==> src/rtl/chimp_pkg.sv <==
// Chimp-test grid geometry, shared with the click decoder so that drawn boxes and
// clickable regions coincide. Also holds the box-draw FSM state type.
package chimp_pkg;

    localparam int unsigned X_ORIGIN = 17;
    localparam int unsigned X_PITCH  = 37;
    localparam int unsigned Y_ORIGIN = 8;
    localparam int unsigned Y_PITCH  = 28;
    localparam int unsigned BOX_W    = 20;
    localparam int unsigned BOX_H    = 20;

    typedef enum logic [1:0] {
        IDLE,
        CALC,
        DRAW,
        DONE
    } draw_state_e;

endpackage

==> src/rtl/chimp_box_origin.sv <==
// Combinational grid cell index -> top-left pixel of that cell's box.
// Worst case is cell 7 on both axes: x=276 and y=204, so neither result can wrap.
module chimp_box_origin #(
    parameter int unsigned X_ORIGIN = chimp_pkg::X_ORIGIN,
    parameter int unsigned X_PITCH  = chimp_pkg::X_PITCH,
    parameter int unsigned Y_ORIGIN = chimp_pkg::Y_ORIGIN,
    parameter int unsigned Y_PITCH  = chimp_pkg::Y_PITCH
) (
    input  logic [2:0] box_x,
    input  logic [2:0] box_y,
    output logic [9:0] base_x,
    output logic [8:0] base_y
);

    always_comb begin
        base_x = 10'(X_ORIGIN) + 10'(box_x) * 10'(X_PITCH);
        base_y = 9'(Y_ORIGIN) + 9'(box_y) * 9'(Y_PITCH);
    end

endmodule

==> src/rtl/chimp_box_drawer.sv <==
// Rasterises one grid cell's box as a stream of framebuffer pixel writes.
// Define CHIMP_BOX_OUTLINE_EN to plot only the 1-pixel perimeter instead of a filled box.
module chimp_box_drawer
    import chimp_pkg::*;
#(
    parameter int unsigned X_ORIGIN = chimp_pkg::X_ORIGIN,
    parameter int unsigned X_PITCH  = chimp_pkg::X_PITCH,
    parameter int unsigned Y_ORIGIN = chimp_pkg::Y_ORIGIN,
    parameter int unsigned Y_PITCH  = chimp_pkg::Y_PITCH,
    parameter int unsigned BOX_W    = chimp_pkg::BOX_W,
    parameter int unsigned BOX_H    = chimp_pkg::BOX_H
) (
    input  logic       clk,
    input  logic       iReset,
    input  logic       iStart,
    input  logic [2:0] iBoxX,
    input  logic [2:0] iBoxY,
    input  logic [2:0] iColour,
    input  logic       iReady,
    output logic [9:0] oX,
    output logic [8:0] oY,
    output logic [2:0] oColour,
    output logic       oPlot,
    output logic       oBusy,
    output logic       oDone
);

    localparam int unsigned DX_W = $clog2(BOX_W);
    localparam int unsigned DY_W = $clog2(BOX_H);

    draw_state_e     state_q, state_d;
    logic [2:0]      box_x_q, box_x_d;
    logic [2:0]      box_y_q, box_y_d;
    logic [2:0]      colour_q, colour_d;
    logic [9:0]      base_x_q, base_x_d;
    logic [8:0]      base_y_q, base_y_d;
    logic [DX_W-1:0] dx_q, dx_d;
    logic [DY_W-1:0] dy_q, dy_d;

    logic [9:0]      origin_x;
    logic [8:0]      origin_y;
    logic            dx_last;
    logic            dy_last;

    chimp_box_origin #(
        .X_ORIGIN (X_ORIGIN),
        .X_PITCH  (X_PITCH),
        .Y_ORIGIN (Y_ORIGIN),
        .Y_PITCH  (Y_PITCH)
    ) u_origin (
        .box_x  (box_x_q),
        .box_y  (box_y_q),
        .base_x (origin_x),
        .base_y (origin_y)
    );

    assign dx_last = (dx_q == DX_W'(BOX_W - 1));
    assign dy_last = (dy_q == DY_W'(BOX_H - 1));

    always_comb begin
        state_d  = state_q;
        box_x_d  = box_x_q;
        box_y_d  = box_y_q;
        colour_d = colour_q;
        base_x_d = base_x_q;
        base_y_d = base_y_q;
        dx_d     = dx_q;
        dy_d     = dy_q;

        unique case (state_q)
            IDLE: begin
                if (iStart) begin
                    box_x_d  = iBoxX;
                    box_y_d  = iBoxY;
                    colour_d = iColour;
                    state_d  = CALC;
                end
            end
            CALC: begin
                base_x_d = origin_x;
                base_y_d = origin_y;
                dx_d     = '0;
                dy_d     = '0;
                state_d  = DRAW;
            end
            DRAW: begin
                if (iReady) begin
                    if (dx_last && dy_last) begin
                        dx_d    = '0;
                        dy_d    = '0;
                        state_d = DONE;
                    end else if (dx_last) begin
                        dx_d = '0;
                        dy_d = dy_q + 1'b1;
`ifdef CHIMP_BOX_OUTLINE_EN
                    end else if (dx_q == '0 && dy_q != '0 && !dy_last) begin
                        // Interior row: skip straight from the left edge to the right edge.
                        dx_d = DX_W'(BOX_W - 1);
`endif
                    end else begin
                        dx_d = dx_q + 1'b1;
                    end
                end
            end
            DONE: begin
                state_d = IDLE;
            end
        endcase
    end

    always_ff @(posedge clk) begin
        if (iReset) begin
            state_q  <= IDLE;
            box_x_q  <= '0;
            box_y_q  <= '0;
            colour_q <= '0;
            base_x_q <= '0;
            base_y_q <= '0;
            dx_q     <= '0;
            dy_q     <= '0;
        end else begin
            state_q  <= state_d;
            box_x_q  <= box_x_d;
            box_y_q  <= box_y_d;
            colour_q <= colour_d;
            base_x_q <= base_x_d;
            base_y_q <= base_y_d;
            dx_q     <= dx_d;
            dy_q     <= dy_d;
        end
    end

    assign oX      = base_x_q + 10'(dx_q);
    assign oY      = base_y_q + 9'(dy_q);
    assign oColour = colour_q;
    assign oPlot   = (state_q == DRAW);
    assign oBusy   = (state_q != IDLE);
    assign oDone   = (state_q == DONE);

endmodule

==> config.mk <==
export PLATFORM = sky130hd
export DESIGN_NAME = chimp_box_drawer
export DESIGN_NICKNAME = d
export VERILOG_FILES = /design/src/rtl/chimp_pkg.sv /design/src/rtl/chimp_box_origin.sv /design/src/rtl/chimp_box_drawer.sv
export SDC_FILE = /design/constraint.sdc
export NUM_CORES = 1
export LEC_CHECK = 0
export BUFFER_PORTS_ARGS = -buffer_cell sky130_fd_sc_hd__buf_4
export CAP_MARGIN = 20
export CELL_PAD_IN_SITES_DETAIL_PLACEMENT = 2
export CELL_PAD_IN_SITES_GLOBAL_PLACEMENT = 2
export CORE_MARGIN = 2
export CORE_UTILIZATION = 37
export DETAILED_ROUTE_END_ITERATION = 7
export PLACE_DENSITY_LB_ADDON = 0.25
export SETUP_SLACK_MARGIN = 0.2
export SLEW_MARGIN = 20
export SYNTH_ARGS = -nofsm -noshare
export SYNTH_HDL_FRONTEND = slang
export SYNTH_SLANG_ARGS = --single-unit
==> constraint.sdc <==
create_clock -name clk -period 3.8 [get_ports clk]
set_clock_uncertainty 0.05 [all_clocks]
set_input_delay 0.38 -clock clk [delete_from_list [all_inputs] [get_ports clk]]
set_output_delay 0.38 -clock clk [all_outputs]
set_load 0.005 [all_outputs]
======== Word-level counts from Yosys, hierarchy flattened ========
Cells that the tools add are included.
storage, ports and cells
  register bits after elaboration ......... 40
  bits of input ports ..................... 13
  output and inout bits ................... 25
  logic and storage cells ................. 45
cells by class
  add/sub/neg operators ................... 6
  multiply operators ...................... 2
  eq/ne operators ......................... 9
  mux-type cells .......................... 12
  reduce and logical (&&, ||, !) cells .... 8
operator list
  kind                                              count
  two-way mux 5 bit                                 6
  one-hot mux 5 bit (2 select lines)                2
  adder 10 x 5 -> 10 bit                            1
  adder 5 x 1 -> 5 bit, second input constant       2
  adder 5 x 9 -> 10 bit, first input constant       1
  == test 5 bit, second input constant              2
  adder 4 x 8 -> 9 bit, first input constant        1
  adder 9 x 5 -> 9 bit                              1
  multiplier 3 x 6 -> 9 bit, second input constant  1
  one-hot mux 2 bit (4 select lines)                1
  multiplier 3 x 3 -> 6 bit, second input constant  1
  two-way mux 2 bit                                 3
  AND reduction 3 bit                               2
  == test 2 bit, second input constant              2
  != test 2 bit, second input constant              2
  AND reduction 2 bit                               2
  nonzero test 2 bit                                2
  != test 3 x 1 -> 1 bit, second input constant     1
  == test 2 x 1 -> 1 bit, second input constant     1
  zero test 2 bit                                   1
  != test 2 x 1 -> 1 bit, second input constant     1
  logical AND 1 bit                                 1

======== Logic depth before layout (Yosys ltp) ========
Gate-level depths: netlist (run 1).
  depth in word-level cells ............... 5
  mapped depth ............................ 8
  depth with buffers taken out ............ 8

======== Hierarchy ========
A second synthesis (run 1) with hierarchy kept.
unflattened totals
  cell total of the unflattened synthesis .. 312
  area total of the unflattened synthesis .. 2788.9 µm²
modules (own cells, without submodules)
  module            times used  cells an instance  area each (µm²)  seq. area each (µm²)
  chimp_box_drawer  1           260                2333.5           800.8
  chimp_box_origin  1           52                 455.4            0.0

======== Worst setup path after synthesis (run 1) ========
No wires, ideal clock.
  path type ............................... register -> register
  start ................................... register box_y_q[1]
  end ..................................... register base_y_q[8]
  library setup time ...................... 65 ps
  data arrival time ....................... 2177 ps
  required time ........................... 3685 ps
  path slack .............................. 1508 ps
  stages on the path, launching flop included .. 7
  buffers on the path ..................... 0
  period minus slack after synthesis ...... 2292 ps
  path through ............................ dfxtp_1 -> fa_1 -> ha_1 -> fa_1 -> nand3_1 -> o41a_1 -> nor2_1
between the ends
  longest elaborated chain between the ends .. 2
ends and longest elaborated chain
  what                       RTL line                 source
  start, declared            chimp_box_drawer.sv:33   logic [2:0] box_y_q, box_y_d;
  start signal, assigned     chimp_box_drawer.sv:124  box_y_q <= box_y_d;
  multiplier 3 x 3 -> 6 bit  chimp_box_origin.sv:17   base_y = 9'(Y_ORIGIN) + 9'(box_y) * 9'(Y_PITCH);
  adder 4 x 8 -> 9 bit       chimp_box_origin.sv:17
  end signal, assigned       chimp_box_drawer.sv:127  base_y_q <= base_y_d;
  end, declared              chimp_box_drawer.sv:36   logic [8:0] base_y_q, base_y_d;
Every way passes these cells.
A chain may end at the register's enable or synchronous reset.

======== Final worst setup path (run 1) ========
  start ................................... register dx_q[0]
  end ..................................... output oX[8]
between the ends
  longest elaborated chain between the ends .. 1
ends and longest elaborated chain
  what                    RTL line                 source
  start, declared         chimp_box_drawer.sv:37   logic [DX_W-1:0] dx_q, dx_d;
  start signal, assigned  chimp_box_drawer.sv:119  dx_q <= '0;
  start signal, assigned  chimp_box_drawer.sv:128  dx_q <= dx_d;
  adder 10 x 5 -> 10 bit  chimp_box_drawer.sv:133  assign oX = base_x_q + 10'(dx_q);
  end, declared           chimp_box_drawer.sv:20   output logic [9:0] oX,
Every way passes these cells.

==> results.md, run 1 <==
- Status: finished clean
- Pwr dens: 546 nW/um^2
- Total grt overflow: 0
- Post-DR wirelength/cell: 16.7 um
- I/O pin cnt: 38
- Clock Latency Late Sink: 0.30 ns
- Hold_buf cts: 0
- Area of the mapped netlist: 2420 um^2
- Worst Hold End: box_y_q[2]
- Fmax: 373 MHz
- Clock Sinks: 37
- Core ar.: 6350 um^2
- Antenna-violating nets left: 0
- Worst Setup End Kind: output pin
- Routed WL: 6520 um
- Buffers on Ports: 37
- Postcts setup bufs: 0
- Initial detailed-routing violation count: 43
- Ys flop type: dfxtp_1
- Mean Syn Cell Area: 8.61 um^2
- Worst-margin pin slew: 0.512 ns
- Resized Gates After CTS: 0
- FF-to-FF setup slack: 1.31 ns
- Final worst slack: 1.12 ns
- Layout cells sized above 1: 0.156
- Synth area leaders: dfxtp_1 (31%), ha_1 (14%), a21oi_1 (5.2%)
- Post-synth EDFFs: 0
- Syn Nets: 326
- First-pass detailed-route iteration total: 4
- Post-synthesis sequential area ratio: 0.306
- Initial core utilization: 0.381
- Worst Hold Depth: 3
- Reg clk slew, reported paths: 0.08 ns
- Area leader, netlist: dfxtp_1
- Synth unique cells: 44
- Critical hold path startpoint: iBoxY[2]
- Most common cell in the synthesized netlist: dfxtp_1
- Fin. Hold Viols: 0
- Relative slew slack: 0.655
- Share of Yosys cell area claimed by the top area cell type: 0.306
- Minimum clock period: 2.68 ns
- Count of final setup violators: 0
- Max-cap viol count: 0
- Pleak: 1.24 nW
- Commonest cells post-synth: dfxtp_1 (37), ha_1 (27), a21oi_1 (25), nor2_1 (25)
- Post-Route Setup TNS: 0 ns
- Clock root cell: clkbuf_8
- FFs w/ async S/R, synth: 0
- Setup crit start kind: register
- Final cell count without fillers: 391
- Die W: 84.9 um
- Slew Limit Fails: 0
- Clock Path Buffers: 2
- Largest net degree at the start of global routing: 36
- YS warnings: 0
- Tot GR Track Use: 0.195
- Worst EP required: 3.37 ns
- Arr. time, crit path: 2.25 ns
- Register bit count reported by yosys: 37
- Final Total Pwr: 0.00155 W
- Initial antenna violation count: 0
- TritonCTS Buffers: 5
- FP Rows: 29
- Worst r2r src: box_x_q[2]
- GP Congestion: 0.813
- Antenna diodes: 0
- Die area: 7200 um^2
- CTS tree: built
- Number of global-route vias before repair: 2309
- Tcrit/Tclk final: 0.705
- Clock H-tree levels: 2
- Area growth from synthesis to layout: 17.7%
- RSZ-0062 raised after global routing: false
- Worst min-delay path category: input port to register
- Crit Path Category: register to output pin
- HPWL Detailed: 4910 um
- Cell count of the worst reg-to-reg path: 8
- Critical-path maximum fanout: 5
- Finished Core Util: 0.448
- First-pass GRT wire length: 11400 um
- Reg2Reg Capture Point: base_x_q[7]
- Via-to-Cell Ratio: 5.47
- Peak VDD IR: 0.200 mV
- # DRC: 0
- Post-placement worst setup slack: 1.35 ns
- Mapped Cells: 281
- Placed insts: 383
- DR vias: 2139
- Fin nets: 358
- Die Y: 84.9 um
==> stage by stage <==
stage	instance area, um^2	hold WS [ns]
floorplan	2420	0.403
global placement	2730	0.393
detailed placement	2730	0.402
CTS	2850	0.285
global route	2850	0.296
finish	2850	0.289
==> how the worst max path moves through the flow <==
stage,start,endpoint,slack (ns),cells past startpoint
2_1_floorplan,box_y_q[1],base_y_q[8],1.51,6
3_3_place_gp,box_y_q[1],base_y_q[8],1.43,6
3_5_place_dp,box_y_q[1],base_y_q[8],1.35,6
4_1_cts,dx_q[0],oX[8],1.07,8
5_1_grt,dx_q[0],oX[8],0.95,8
6_report,dx_q[0],oX[8],1.12,8
==> registers in the layout (all words and copies together), names as in the netlist <==
register  count
base_y_q      7
box_y_q       3
oColour       3
state_q       2
dy_q          5
box_x_q       3
base_x_q      9
dx_q          5
==> layout by cell type (no fill, tap or decap), drive strengths merged, types with 8 or more instances in the layout <==
cell / n
ha: 27
xnor2: 10
a211oi: 10
nor3: 8
nand2: 20
dfxtp: 37
nor2: 25
nand3: 14
o21ai: 10
buf: 38
a21oi: 25
xor2: 9
inv: 20
==> worst max-delay path, cell delays in order, from the launching register on <==
cell	delay, ns
dfxtp_1	0.40
ha_1	0.22
inv_1	0.07
fa_1	0.41
nor2b_1	0.18
o31a_1	0.19
o2111ai_1	0.15
xnor2_1	0.20
buf_4	0.13
==> metal layers <==
layer  vias up  track usage  share of wire
met3         6       0.0409          0.038
li1       1055            -              -
met1      1045        0.255           0.47
met4         0       0.0505         0.0098
met5         -            0              0
met2        33        0.330           0.48
==> cells by family after synthesis <==
| kind of cell | count (synthesis) | share of synthesized area |
|---|---|---|
| simple gates | 88 | 0.181 |
| xor+xnor | 19 | 0.0688 |
| fa+ha+maj | 32 | 0.181 |
| mux | 6 | 0.0253 |
| flops | 37 | 0.306 |
| buf+inv | 33 | 0.0595 |
| compound gates | 66 | 0.178 |
==> power breakdown <==
| group | total, W | internal, W | switching (W) |
|---|---|---|---|
| Combinational | 0.000636 | 0.000287 | 0.000349 |
| Clock | 0.000364 | 0.000214 | 0.000150 |
| Sequential | 0.000555 | 0.000467 | 0.0000879 |
| Total | 0.00155 | 0.000969 | 0.000586 |
==> layout make-up <==
class / instances / area [um^2]
fillers: 715 / 3500
clock inverters: 1 / 30.0
well taps: 77 / 96.3
repair buffers: 38 / 285
multi-input cells: 211 / 1530
flip-flops and latches: 37 / 741
clock buffers: 7 / 86.3
inverters: 20 / 75.1
(Power assumes the default switching activity.)
==> inputs of run 2 (changes only) <==
--- a/config.mk
+++ b/config.mk
@@ -5,12 +5,13 @@
 export SDC_FILE = /design/constraint.sdc
 export NUM_CORES = 1
 export LEC_CHECK = 0
+export ABC_AREA = 1
 export BUFFER_PORTS_ARGS = -buffer_cell sky130_fd_sc_hd__buf_4
 export CAP_MARGIN = 20
 export CELL_PAD_IN_SITES_DETAIL_PLACEMENT = 2
 export CELL_PAD_IN_SITES_GLOBAL_PLACEMENT = 2
 export CORE_MARGIN = 2
-export CORE_UTILIZATION = 37
+export CORE_UTILIZATION = 32
 export DETAILED_ROUTE_END_ITERATION = 7
 export PLACE_DENSITY_LB_ADDON = 0.25
 export SETUP_SLACK_MARGIN = 0.2
==> constraint.sdc (replaced) <==
create_clock -name clk -period 2.6 [get_ports clk]
set_clock_uncertainty 0.05 [all_clocks]
set_input_delay 0.26 -clock clk [delete_from_list [all_inputs] [get_ports clk]]
set_output_delay 0.26 -clock clk [all_outputs]
set_load 0.005 [all_outputs]
==> results.md, run 2 <==
- Largest register by flop count: base_x_q
- Die area: 8510 um^2
- Area growth from synthesis to layout: 20.2%
- Worst-margin pin slew: 0.720 ns
- GP Congestion: 0.796
- DR vias: 2334
- Placed cell areas: 2860 um^2
- Number of global-route vias before repair: 2477
- Max FFs per register: 9
- Setup crit start kind: register
- Largest net degree at the start of global routing: 24
- Fin. Hold Viols: 0
- Clock H-tree levels: 2
- Multi-input logic area: 1540 um^2
- Hold_buf cts: 0
- FFs w/ async S/R, synth: 0
- Critical-path maximum fanout: 5
- Fmax: 431 MHz
- Crit Path Category: register to register
- Register bit count reported by yosys: 37
- Commonest cells post-synth: nand2_1 (62), inv_1 (44), dfxtp_1 (37)
- Status: finished clean
- Commonest non-fill, non-tap cell in the layout: nand2_1
- Area leader, netlist: dfxtp_1
- Pleak: 1.49 nW
- TritonCTS Buffers: 5
- Layout cells sized above 1: 0.201
- YS warnings: 0
- First-pass GRT wire length: 11800 um
- Mean Syn Cell Area: 7.33 um^2
- Ys flop type: dfxtp_1
- Worst min-delay path category: input port to register
- Worst Setup End Kind: register
- Most common cell in the synthesized netlist: nand2_1
- # DRC: 0
- Synth area leaders: dfxtp_1 (30%), ha_1 (14%), nand2_1 (9.3%)
- Total grt overflow: 0
- Antenna diodes: 0
- Clock Latency Late Sink: 0.29 ns
- Post-route cell area: 3000 um^2
- Syn Nets: 385
- Relative slew slack: 0.519
- I/O pin cnt: 38
- CTS tree: built
- Slew Limit Fails: 0
- Sequential Area: 753 um^2
- Reg clk slew, reported paths: 0.07 ns
- Antenna-violating nets left: 0
- Post-Route Setup TNS: 0 ns
- Mapped Cells: 340
- Tcrit/Tclk final: 0.892
- Core ar.: 7650 um^2
- Die W: 92.3 um
- Initial detailed-routing violation count: 44
- Via-to-Cell Ratio: 4.86
- Post-DR wirelength/cell: 14.2 um
- Routed WL: 6800 um
- Initial core utilization: 0.326
- RSZ-0062 raised after global routing: true
- Fillers: 916
- Initial antenna violation count: 0
- Synth unique cells: 31
- Fin nets: 422
- Die Y: 92.3 um
- Max-cap viol count: 0
- First-pass detailed-route iteration total: 4
- Clock Path Buffers: 2
- Post-synth EDFFs: 0
- HPWL Detailed: 5410 um
- Buffers on Ports: 37
- Most frequent cells in the layout: nand2_1 (62), inv_1 (43), buf_4 (41), nor2_1 (34), dfxtp_1 (31)
- Area of the mapped netlist: 2490 um^2
- Pwr dens: 842 nW/um^2
- Clock Sinks: 37
- Clock root cell: clkbuf_8
- Worst EP required: 2.79 ns
- Minimum clock period: 2.32 ns
- Tot GR Track Use: 0.171
- Largest registers: base_x_q x9, base_y_q x7
- Post-synthesis sequential area ratio: 0.297
- FP Rows: 32
- Peak VDD IR: 0.298 mV
- Arr. time, crit path: 2.51 ns
- Count of final setup violators: 0
- Share of Yosys cell area claimed by the top area cell type: 0.297
==> run 2: cell count changes in the layout (fill, tap and decap cells not counted), moves of 5 or more <==
| cell | change |
|---|---|
| a211oi_1 | -10 |
| a21oi_1 | +5 |
| dfxtp_1 | -6 |
| inv_1 | +23 |
| mux2i_1 | -5 |
| nand2_1 | +42 |
| nand3_1 | +6 |
| nor2_1 | +9 |
| nor3_1 | -6 |
| o21ai_0 | +15 |
| xnor2_1 | -8 |
| xor2_1 | +7 |
==> run 2: kinds of logic after synthesis <==
family | Yosys count | synth area share
DFF | 37 | 0.297
adders and majority gates | 32 | 0.176
and+or+nand+nor | 134 | 0.234
AOI/OAI and AO/OA | 62 | 0.137
buffers and inverters | 57 | 0.0928
xor gates and xnor gates | 18 | 0.0632
==> run 2: final timing paths <==
| path | start | endpoint | slack (ns) | cells after the start |
|---|---|---|---|---|
| max | box_y_q[1] | base_y_q[7] | 0.28 | 12 |
| min | iColour[2] | oColour[2] | 0.18 | 3 |
| max reg2reg | box_y_q[1] | base_y_q[7] | 0.28 | 12 |
| min reg2reg | dx_q[0] | dx_q[0] | 0.43 | 1 |
==> run 2: worst max-delay path, stage by stage (launching register included) <==
cell and delay, ns:
dfxtp_4 0.37, fa_1 0.48, ha_2 0.20, fa_1 0.47, inv_1 0.05, nor2_1 0.13, inv_2 0.07, nor2_2 0.09
buf_4 0.12, nand2_1 0.05, nand3_1 0.09, nand2_1 0.05, inv_1 0.04
==> run 2: per-stage QoR <==
stage	power, W	cells	util	setup slack, ns	hold slack [ns]
global placement	0.00201	470	0.373	0.210	0.424
floorplan	0.00162	340	-	0.306	0.370
CTS	0.00256	478	0.387	0.137	0.175
finish	0.00253	480	0.392	0.281	0.177
global route	0.00280	480	0.392	0.130	0.192
detailed placement	0.00208	470	0.373	0.0554	0.432
==> run 2: per-layer routing <==
layer	track usage	wire length [um]
met1	0.209	3100
met2	0.313	3430
met3	0.0329	196
met4	0.0373	68
met5	0	0
==> run 2: power breakdown <==
group          internal [W]  total (W)  switching, W
sequential         0.000719   0.000854      0.000135
combinational      0.000504    0.00122      0.000716
clock              0.000240   0.000451      0.000211
==> run 2: cell type report <==
| type | instances | area share |
|---|---|---|
| inverter | 46 | 0.0576 |
| clock inverter | 1 | 0.00167 |
| timing repair buffer | 41 | 0.103 |
| sequential | 37 | 0.251 |
| multi-input combinational | 246 | 0.512 |
| clock buffer | 7 | 0.0321 |
| tap | 102 | 0.0426 |
==> run 2: repair_timing <==
| item | 4_1_cts | 5_1_grt |
|---|---|---|
| gates resized for setup | 3 | 12 |
| setup buffers | 0 | 2 |
| setup endpoints to repair | 5 | 9 |
| pin swaps | 0 | 2 |
